`src/rtl/usb_rx_sie_pkg.sv`:
```
// Types and constants shared between the receive SIE and the downstream USB controller.
package usb_rx_sie_pkg;

  typedef enum logic [1:0] {
    D_SE0 = 2'b00,
    D_J   = 2'b01,
    D_K   = 2'b10,
    D_SE1 = 2'b11
  } d_port_t;

  localparam int unsigned BYTE_W              = 8;
  localparam int unsigned STUFF_ONES          = 6;
  localparam int unsigned SYNC_ZEROS_MIN_DFLT = 5;

endpackage

```
`src/rtl/usb_rx_sie_if.sv`:
```
// Byte-level receive interface from the SIE to the controller.
interface usb_rx_sie_if;
  import usb_rx_sie_pkg::*;

  logic [BYTE_W-1:0] rx_data;
  logic              rx_valid;
  logic              rx_active;
  logic              rx_error;

  modport master (output rx_data, rx_valid, rx_active, rx_error);
  modport slave  (input  rx_data, rx_valid, rx_active, rx_error);

endinterface

```
`src/rtl/usb_rx_dpll.sv`:
```
// Bit-clock recovery from line transitions plus NRZI decode of the mid-cell sample.
module usb_rx_dpll
  import usb_rx_sie_pkg::*;
#(
  parameter int unsigned CLKS_PER_BIT = 16
) (
  input  logic    clk,
  input  logic    reset,
  input  d_port_t line_state,
  output logic    strobe,
  output d_port_t sym,
  output logic    nrzi_bit
);

  localparam int unsigned PW = $clog2(CLKS_PER_BIT);

  logic [PW-1:0] phase_q, phase_d;
  d_port_t       line_q, line_d;
  d_port_t       prev_q, prev_d;
  logic          strobe_q, strobe_d;
  logic          nrzi_q, nrzi_d;

  always_ff @(posedge clk or negedge reset) begin
    if (!reset) begin
      phase_q  <= '0;
      line_q   <= D_J;
      prev_q   <= D_J;
      strobe_q <= 1'b0;
      nrzi_q   <= 1'b0;
    end else begin
      phase_q  <= phase_d;
      line_q   <= line_d;
      prev_q   <= prev_d;
      strobe_q <= strobe_d;
      nrzi_q   <= nrzi_d;
    end
  end

  // Any line change realigns the phase; the strobe lands mid-cell.
  always_comb begin
    line_d = line_state;
    prev_d = prev_q;
    nrzi_d = nrzi_q;
    if (line_state != line_q) begin
      phase_d = '0;
    end else if (phase_q == PW'(CLKS_PER_BIT - 1)) begin
      phase_d = '0;
    end else begin
      phase_d = phase_q + PW'(1);
    end
    strobe_d = (phase_d == PW'(CLKS_PER_BIT / 2));
    if (strobe_d) begin
      nrzi_d = (line_state == prev_q);
      // After SE0 the bus idles in J, so that is the NRZI reference for the next packet.
      unique case (line_state)
        D_J, D_K: prev_d = line_state;
        D_SE0:    prev_d = D_J;
        default:  prev_d = prev_q;
      endcase
    end
  end

  assign strobe   = strobe_q;
  assign sym      = line_q;
  assign nrzi_bit = nrzi_q;

endmodule

```
`src/rtl/usb_rx_sie.sv`:
```
// Receive SIE: SYNC detection, bit unstuffing and LSB-first byte assembly.
module usb_rx_sie
  import usb_rx_sie_pkg::*;
#(
  parameter int unsigned CLKS_PER_BIT   = 16,
  parameter int unsigned SYNC_ZEROS_MIN = SYNC_ZEROS_MIN_DFLT
) (
  input  logic            clk,
  input  logic            reset,
  input  d_port_t         line_state,
  usb_rx_sie_if.master    rx
);

  localparam int unsigned ZW = 4;
  localparam int unsigned OW = 3;
  localparam int unsigned BW = 3;

  typedef enum logic [2:0] {S_IDLE, S_SYNC, S_DATA, S_ERR_WAIT, S_EOP} state_t;

  logic    strobe;
  d_port_t sym;
  logic    nrzi_bit;

  state_t            state_q, state_d;
  logic [ZW-1:0]     zeros_q, zeros_d;
  logic [OW-1:0]     ones_q, ones_d;
  logic [BW-1:0]     bits_q, bits_d;
  logic [BYTE_W-1:0] shift_q, shift_d;
  logic [BYTE_W-1:0] data_q, data_d;
  logic              valid_q, valid_d;
  logic              active_q, active_d;
  logic              error_q, error_d;
  logic              err_c;

  usb_rx_dpll #(.CLKS_PER_BIT(CLKS_PER_BIT)) u_dpll (
    .clk        (clk),
    .reset      (reset),
    .line_state (line_state),
    .strobe     (strobe),
    .sym        (sym),
    .nrzi_bit   (nrzi_bit)
  );

  always_ff @(posedge clk or negedge reset) begin
    if (!reset) begin
      state_q  <= S_IDLE;
      zeros_q  <= '0;
      ones_q   <= '0;
      bits_q   <= '0;
      shift_q  <= '0;
      data_q   <= '0;
      valid_q  <= 1'b0;
      active_q <= 1'b0;
      error_q  <= 1'b0;
    end else begin
      state_q  <= state_d;
      zeros_q  <= zeros_d;
      ones_q   <= ones_d;
      bits_q   <= bits_d;
      shift_q  <= shift_d;
      data_q   <= data_d;
      valid_q  <= valid_d;
      active_q <= active_d;
      error_q  <= error_d;
    end
  end

  always_comb begin
    state_d  = state_q;
    zeros_d  = zeros_q;
    ones_d   = ones_q;
    bits_d   = bits_q;
    shift_d  = shift_q;
    data_d   = data_q;
    valid_d  = 1'b0;
    error_d  = 1'b0;
    active_d = active_q;
    err_c    = 1'b0;
    if (strobe) begin
      unique case (state_q)
        S_IDLE: begin
          if (sym == D_K && !nrzi_bit) begin
            state_d = S_SYNC;
            zeros_d = ZW'(1);
          end
        end
        S_SYNC: begin
          if (sym != D_J && sym != D_K) begin
            state_d = S_IDLE;
          end else if (!nrzi_bit) begin
            if (zeros_q != '1) zeros_d = zeros_q + ZW'(1);
          end else if (zeros_q >= ZW'(SYNC_ZEROS_MIN)) begin
            state_d  = S_DATA;
            active_d = 1'b1;
            ones_d   = '0;
            bits_d   = '0;
          end else begin
            state_d = S_IDLE;
          end
        end
        S_DATA: begin
          unique case (sym)
            D_SE0: begin
              if (bits_q == '0) state_d = S_EOP;
              else              err_c   = 1'b1;
            end
            D_SE1: err_c = 1'b1;
            default: begin
              // Bit after six ones is a stuff bit: a 0 is dropped, a 1 is a violation.
              if (ones_q == OW'(STUFF_ONES)) begin
                if (nrzi_bit) err_c  = 1'b1;
                else          ones_d = '0;
              end else begin
                shift_d = {nrzi_bit, shift_q[BYTE_W-1:1]};
                ones_d  = nrzi_bit ? ones_q + OW'(1) : '0;
                bits_d  = bits_q + BW'(1);
                if (bits_q == BW'(BYTE_W - 1)) begin
                  data_d  = shift_d;
                  valid_d = 1'b1;
                end
              end
            end
          endcase
          if (err_c) begin
            data_d  = '0;
            valid_d = 1'b1;
            error_d = 1'b1;
            state_d = S_ERR_WAIT;
          end
        end
        S_ERR_WAIT: begin
          if (sym == D_SE0) state_d = S_EOP;
        end
        S_EOP: begin
          if (sym != D_SE0) begin
            state_d  = S_IDLE;
            active_d = 1'b0;
          end
        end
        default: state_d = S_IDLE;
      endcase
    end
  end

  assign rx.rx_data   = data_q;
  assign rx.rx_valid  = valid_q;
  assign rx.rx_active = active_q;
  assign rx.rx_error  = error_q;

endmodule

```
`src/flat_wrapper.sv`:
```
// flat-port wrapper written by rule: the top's interface ports become plain ports
module usb_rx_sie_flat import usb_rx_sie_pkg::*;
#(
  parameter int unsigned CLKS_PER_BIT   = 16,
  parameter int unsigned SYNC_ZEROS_MIN = SYNC_ZEROS_MIN_DFLT
)
  (clk, reset, line_state, rx_rx_data, rx_rx_valid, rx_rx_active, rx_rx_error);
  usb_rx_sie_if rx_i ();
  input  logic clk;
  input  logic reset;
  input  d_port_t line_state;
  output wire logic [$bits(rx_i.rx_data)-1:0] rx_rx_data;
  output wire logic [$bits(rx_i.rx_valid)-1:0] rx_rx_valid;
  output wire logic [$bits(rx_i.rx_active)-1:0] rx_rx_active;
  output wire logic [$bits(rx_i.rx_error)-1:0] rx_rx_error;
  assign rx_rx_data = rx_i.rx_data;
  assign rx_rx_valid = rx_i.rx_valid;
  assign rx_rx_active = rx_i.rx_active;
  assign rx_rx_error = rx_i.rx_error;
  usb_rx_sie #(.CLKS_PER_BIT(CLKS_PER_BIT), .SYNC_ZEROS_MIN(SYNC_ZEROS_MIN)) u_core (.clk(clk), .reset(reset), .line_state(line_state), .rx(rx_i));
endmodule
```
`config.mk`:
```
export PLATFORM = sky130hd
export DESIGN_NAME = usb_rx_sie_flat
export DESIGN_NICKNAME = d
export VERILOG_FILES = /design/src/rtl/usb_rx_sie_pkg.sv /design/src/rtl/usb_rx_sie_if.sv /design/src/rtl/usb_rx_dpll.sv /design/src/rtl/usb_rx_sie.sv /design/src/flat_wrapper.sv
export SDC_FILE = /design/constraint.sdc
export NUM_CORES = 1
export LEC_CHECK = 0
export ABC_AREA = 1
export CAP_MARGIN = 20
export CORE_UTILIZATION = 40
export DETAILED_ROUTE_END_ITERATION = 12
export GPL_ROUTABILITY_DRIVEN = 0
export GPL_TIMING_DRIVEN = 0
export MAX_ROUTING_LAYER = met4
export SLEW_MARGIN = 10
export SYNTH_ARGS = -nofsm -noshare
export SYNTH_HDL_FRONTEND = slang
export SYNTH_HIERARCHICAL = 1
export SYNTH_SLANG_ARGS = --single-unit
```
`constraint.sdc`:
```
create_clock -name clk -period 2.38 [get_ports clk]
set_input_delay 0.714 -clock clk [delete_from_list [all_inputs] [get_ports clk]]
set_output_delay 0.714 -clock clk [all_outputs]
set_load 0.02 [all_outputs]
```
== Word level (Yosys, flattened, before mapping) ==
Cells that the tools add are included.
Widths: inputs -> output; s select.
Storage, ports and cells
  register bits after elaboration: 42
  input port bits: 4
  output and inout bits: 11
  word-level logic and storage cells: 130
Cells by class
  add/subtract/negate cells: 4
  magnitude comparators: 1
  equal/unequal tests: 33
  muxes and demuxes: 53
  bitwise gates (word level): 2
  reduce and logical (&&, ||, !) cells: 23
Operators by type and width (number)
  $mux 3: 17
  $mux 8: 4
  $mux 4: 6
  $reduce_and 7->1: 3
  $mux 1: 18
  $pmux 3 s5: 1
  $ne 2x1->1 const B: 7
  $ne 2x2->1 const B: 7
  $pmux 3 s2: 2
  $reduce_and 6->1: 2
  $reduce_bool 2->1: 6
  $eq 3x3->1 const B: 3
  $add 4x1->4 const B: 2
  $eq 4x4->1 const B: 2
  $pmux 4 s2: 1
  $add 3x1->3 const B: 2
  $eq 2x2->1 const B: 3
  $eq 3x2->1 const B: 2
  $logic_not 3->1: 2
  $ne 3x1->1 const B: 2
  $reduce_and 5->1: 1
  $ge 4x3->1 const B: 1
  $logic_not 2->1: 2
  $ne 4x4->1 const B: 1
  other kinds (15): 19

== Depth between registers and ports, before layout ==
  word-level depth: 8
  mapped depth: 12

== Hierarchy ==
Netlist, hierarchy kept.
Modules (own cells, without submodules)
  usb_rx_sie: instances 1, cells each 236, area each 1814.2 um^2, seq. area each 775.7 um^2
  usb_rx_dpll: instances 1, cells each 56, area each 510.5 um^2, seq. area each 252.7 um^2

== Worst setup path before layout ==
OpenSTA, ideal clock, no wires.
  kind: flip-flop to flip-flop
  from: reg u_core.u_dpll.line_q[0], in the netlist u_core/u_dpll/sym[0]
  to: reg u_core.data_q[7], in the netlist u_core/rx.rx_data[7]
  setup time: 0.122 ns
  data arrival time: 1.656 ns
  data required time: 2.258 ns
  slack: 0.602 ns
  stages on the path, launching flop included: 9
  buffers on the path: 1
  period minus slack after synthesis: 1.778 ns
  cell sequence: dfstp_2 -> inv_1 -> ha_1 -> nand2_1 -> nor3_4 -> nand2_4 -> buf_6 -> nand3_2 -> o21ai_2
Between the ends
  longest elaborated chain between the ends: 6
  elaborated cells between the ends (all ways): 11
RTL lines
  from (decl): line usb_rx_dpll.sv:18  | d_port_t line_q, line_d;
  from (signal assigned): line usb_rx_dpll.sv:32  | line_q <= line_d;
  $eq 2x2->1 or $logic_not 2->1 (tied branches): line usb_rx_sie.sv:102  | unique case (sym)
  $pmux 1 s2: line usb_rx_sie.sv:102
  $mux 1: line usb_rx_sie.sv:80  | unique case (state_q)
  $mux 1: line usb_rx_sie.sv:79  | if (strobe) begin
  $ne 2x2->1 (no line), or another cell as far along
  $reduce_and 5->1 (no line)
  to (signal assigned): line usb_rx_sie.sv:61  | data_q <= data_d;
  to (decl): line usb_rx_sie.sv:29  | logic [BYTE_W-1:0] data_q, data_d;
Parallel ways exist; a longest one is shown, timed or not. The select of a mux whose other input is x is not followed.
A chain may end at the register's enable or synchronous reset.

== Final worst setup path ==
  from: reg u_core.u_dpll.line_q[0], in the netlist u_core/u_dpll/sym[0]
  to: reg u_core.shift_q[6]
Between the ends
  longest elaborated chain between the ends: 4
  elaborated cells between the ends (all ways): 5
RTL lines
  $eq 2x2->1 or $logic_not 2->1 (tied branches): line usb_rx_sie.sv:102
  $reduce_or 2->1 (no line) (*)
  $not 1->1 (no line) (*)
  $reduce_and 4->1 (no line) (*)
  to (signal assigned): line usb_rx_sie.sv:60  | shift_q <= shift_d;
  to (decl): line usb_rx_sie.sv:28  | logic [BYTE_W-1:0] shift_q, shift_d;
Every way passes the cells marked *; elsewhere a longest branch is shown, timed or not.

==> flow_summary_export.csv <==
group,metric,value,unit
status,outcome,"completed",
power,power.total,1.247,mW
layout,antennaDiodeCount,0,
cts,cts_resized,0,
timing,fmax,0.4930,GHz
grt,grt_max_degree,32,
cts,insertion_delay,0.30,ns
cts,clkSinkCount,41,
cts,post_cts_buffers,0,
grt,grt_pass1_vias,1721,
synthesis,yosysUniqueCellTypes,29,
timing,period_share,85.23,%
synthesis,post_synth.cell_area_avg,7.961,µm²
place,place_area,2570,µm²
power,peakVddDrop,0.3004,mV
timing,setup_tns,0,ns
route,postRouteAntennaNets,0,
place,portBuffers,14,
place,place_inst,379,
route,viasPerCell,4.579,
timing,hold_viol_final,0,
synthesis,ys_warn_count,6,
synthesis,synth-seq-cells,41,
layout,drive_above_1_share,13.02,%
floorplan,design.portCount,15,
floorplan,start_util,41.96,%
synthesis,ys_seq_area_share,44.24,%
power,p_leak,1.412,nW
cts,cts.hold.buffers_added,0,
grt,use_met2,25.96,%
setup_path,crit_family,"simple AND/OR/NAND/NOR gates",
setup_path,start_kind,"flip-flop",
route,drt_first_pass_iters,4,
floorplan,die_x,78.24,µm
cts,clkTransAtPathRegs,0.09,ns
power,power_density,468.2,nW/µm²
floorplan,die_area,6121,µm²
cts,htree_levels,2,
cts,cts_root_buf,"clkbuf_8",
route,wl_per_cell,10.79,µm
grt,antenna_found_initial,0,
setup_path,cp.required,2.57,ns
route,vias,1772,
setup_path,arrival,2.21,ns
cts,clk_path_buf_depth,2,
grt,gr-usage-met1,20.65,%
layout,syn2layout_area_growth,14.59,%
timing,slew_headroom,58.77,%
setup_path,worst-path-buf-inv,2,
grt,top_usage_layer,"met2",
setup_path,worst_setup_path_end_kind,"flip-flop",
floorplan,die_h,78.24,µm
cts,cts_tree,"built",
setup_path,critPathSlowestCell,"dfstp_2",
setup_path,crit_fanout,10,
cts,cts_made_buffers,5,
hold_path,min_path_type,"in2async",
timing,rsz0062_at_grt,"no",
floorplan,core_area,5540,µm²
synthesis,syn-num-nets,308,
layout,final_cell_area,2664,µm²
synthesis,synth.cell_area,2325,µm²
flow_run,maxCapViolCount,0,
setup_path,critPathKind,"reg2reg",
place,dp_hpwl,3.193,mm
timing,fin_crit,2.028,ns
setup_path,crit_chain,"inv_1, ha_1, nand2_1, nor3_4, inv_1, nand2_1, o21ai_1",
timing,slew_viol_final,0,
layout,fillers,565,
layout,nets,330,
route,wirelength,4.176,mm
timing,skew,0.006348,ns
grt,grt_usage,16.32,%
timing,setup-violations-final,0,
layout,layoutNonFillerInstCount,387,
grt,met3_usage,3.488,%
grt,globalRouteOverflowTotal,0,
floorplan,num_rows,27,
layout,layout_common_cells,"nand2_1, dfrtp_1, inv_1",
grt,grt_pass1_wl,7.624,mm
setup_path,slowest_delay,0.57,ns
timing,tightest_slew,0.6119,ns
route,dr.first_iter.drc_count,87,
layout,layout_commonest_cell,"nand2_1",
route,drc_errors,0,
synthesis,synthCells,292,
power breakdown:
group	leakage, nW	internal [mW]	switching (mW)
clock network	0.0447	0.212	0.264
registers	0.563	0.700	0.00342
logic	0.804	0.0216	0.0460
cell type report:
type / count / area [µm²] / share of cell area (%)
repair buffers: 15 / 155.1 / 5.824
well taps: 72 / 90.09 / 3.382
inverters: 36 / 135.1 / 5.073
multi-input cells: 213 / 1142 / 42.88
clock inverters: 3 / 25.02 / 0.9394
clock buffers: 5 / 68.82 / 2.583
plain buffers: 2 / 18.77 / 0.7046
flip-flops and latches: 41 / 1028 / 38.61
worst reg2reg max path, delay by kind of cell, from the launching register on:
family	cells	cell delay (ns)
and+or+nand+nor	3	0.66
DFF	1	0.57
adders and majority gates	1	0.34
buffers and inverters	2	0.30
AOI/OAI and AO/OA	1	0.07
cell usage after synthesis, drive strengths merged:
cell | number | share of area [%]
a21oi | 2 | 0.91
buf | 2 | 0.81
dfrtp | 39 | 42
dfstp | 2 | 2.3
ha | 12 | 6.5
inv | 36 | 5.8
nand2 | 117 | 20
nand3 | 36 | 9.1
nand3b | 3 | 0.97
nand4 | 3 | 0.81
nor2 | 21 | 4.4
nor3 | 2 | 1.4
nor3b | 1 | 0.32
o21ai | 9 | 2.4
o21bai | 1 | 0.32
or2 | 2 | 0.54
xnor2 | 2 | 0.75
xor2 | 2 | 0.75
cell families after synthesis:
kind of cell | count (synthesis) | synth area share, %
compound gates | 12 | 3.660
flops | 41 | 44.24
simple gates | 185 | 37.51
buf+inv | 38 | 6.620
xor+xnor | 4 | 1.507
fa+ha+maj | 12 | 6.458
stage by stage:
stage                     hold WS (ns)  setup WS (ns)  util (%)
final                           0.2859         0.3516     48.08
after global routing            0.2972         0.1566     48.08
after CTS                       0.2877         0.3363     48.08
after detailed placement        0.4646         0.2026     46.39
after global placement          0.4630        -0.5273     46.12
after floorplan                 0.4184         0.6019         -
final timing paths:
kind,from,end,slack (ns),cells after the start
worst max register to register,u_core/u_dpll/sym[0],u_core/shift_q[6],0.35,7
worst max-delay path,u_core/u_dpll/sym[0],u_core/shift_q[6],0.35,7
min in group clk,u_core/u_dpll/prev_q[0],u_core/u_dpll/prev_q[0],0.48,2
max in group asynchronous,reset,u_core/u_dpll/sym[0],1.58,2
worst min-delay path,reset,u_core/state_q[0],0.29,1
worst min register to register,u_core/u_dpll/prev_q[0],u_core/u_dpll/prev_q[0],0.48,2
registers in the layout (all words and copies together) (netlist names), 2 cells and up:
signal	flops
u_core/bits_q	3
u_core/ones_q	3
u_core/rx.rx_data	8
u_core/shift_q	7
u_core/state_q	3
u_core/u_dpll/phase_q	4
u_core/u_dpll/prev_q	2
u_core/u_dpll/sym	2
u_core/zeros_q	4
per-layer routing:
metal  up-vias  part of all wire, %  wire (µm)
met3         6                  2.4        101
met1       792                   52       2162
met5         -                    0          0
li1        957                    -          -
met2        17                   44       1855
met4         0                  1.4         57
Note: power is estimated with default switching activity, not from simulation.
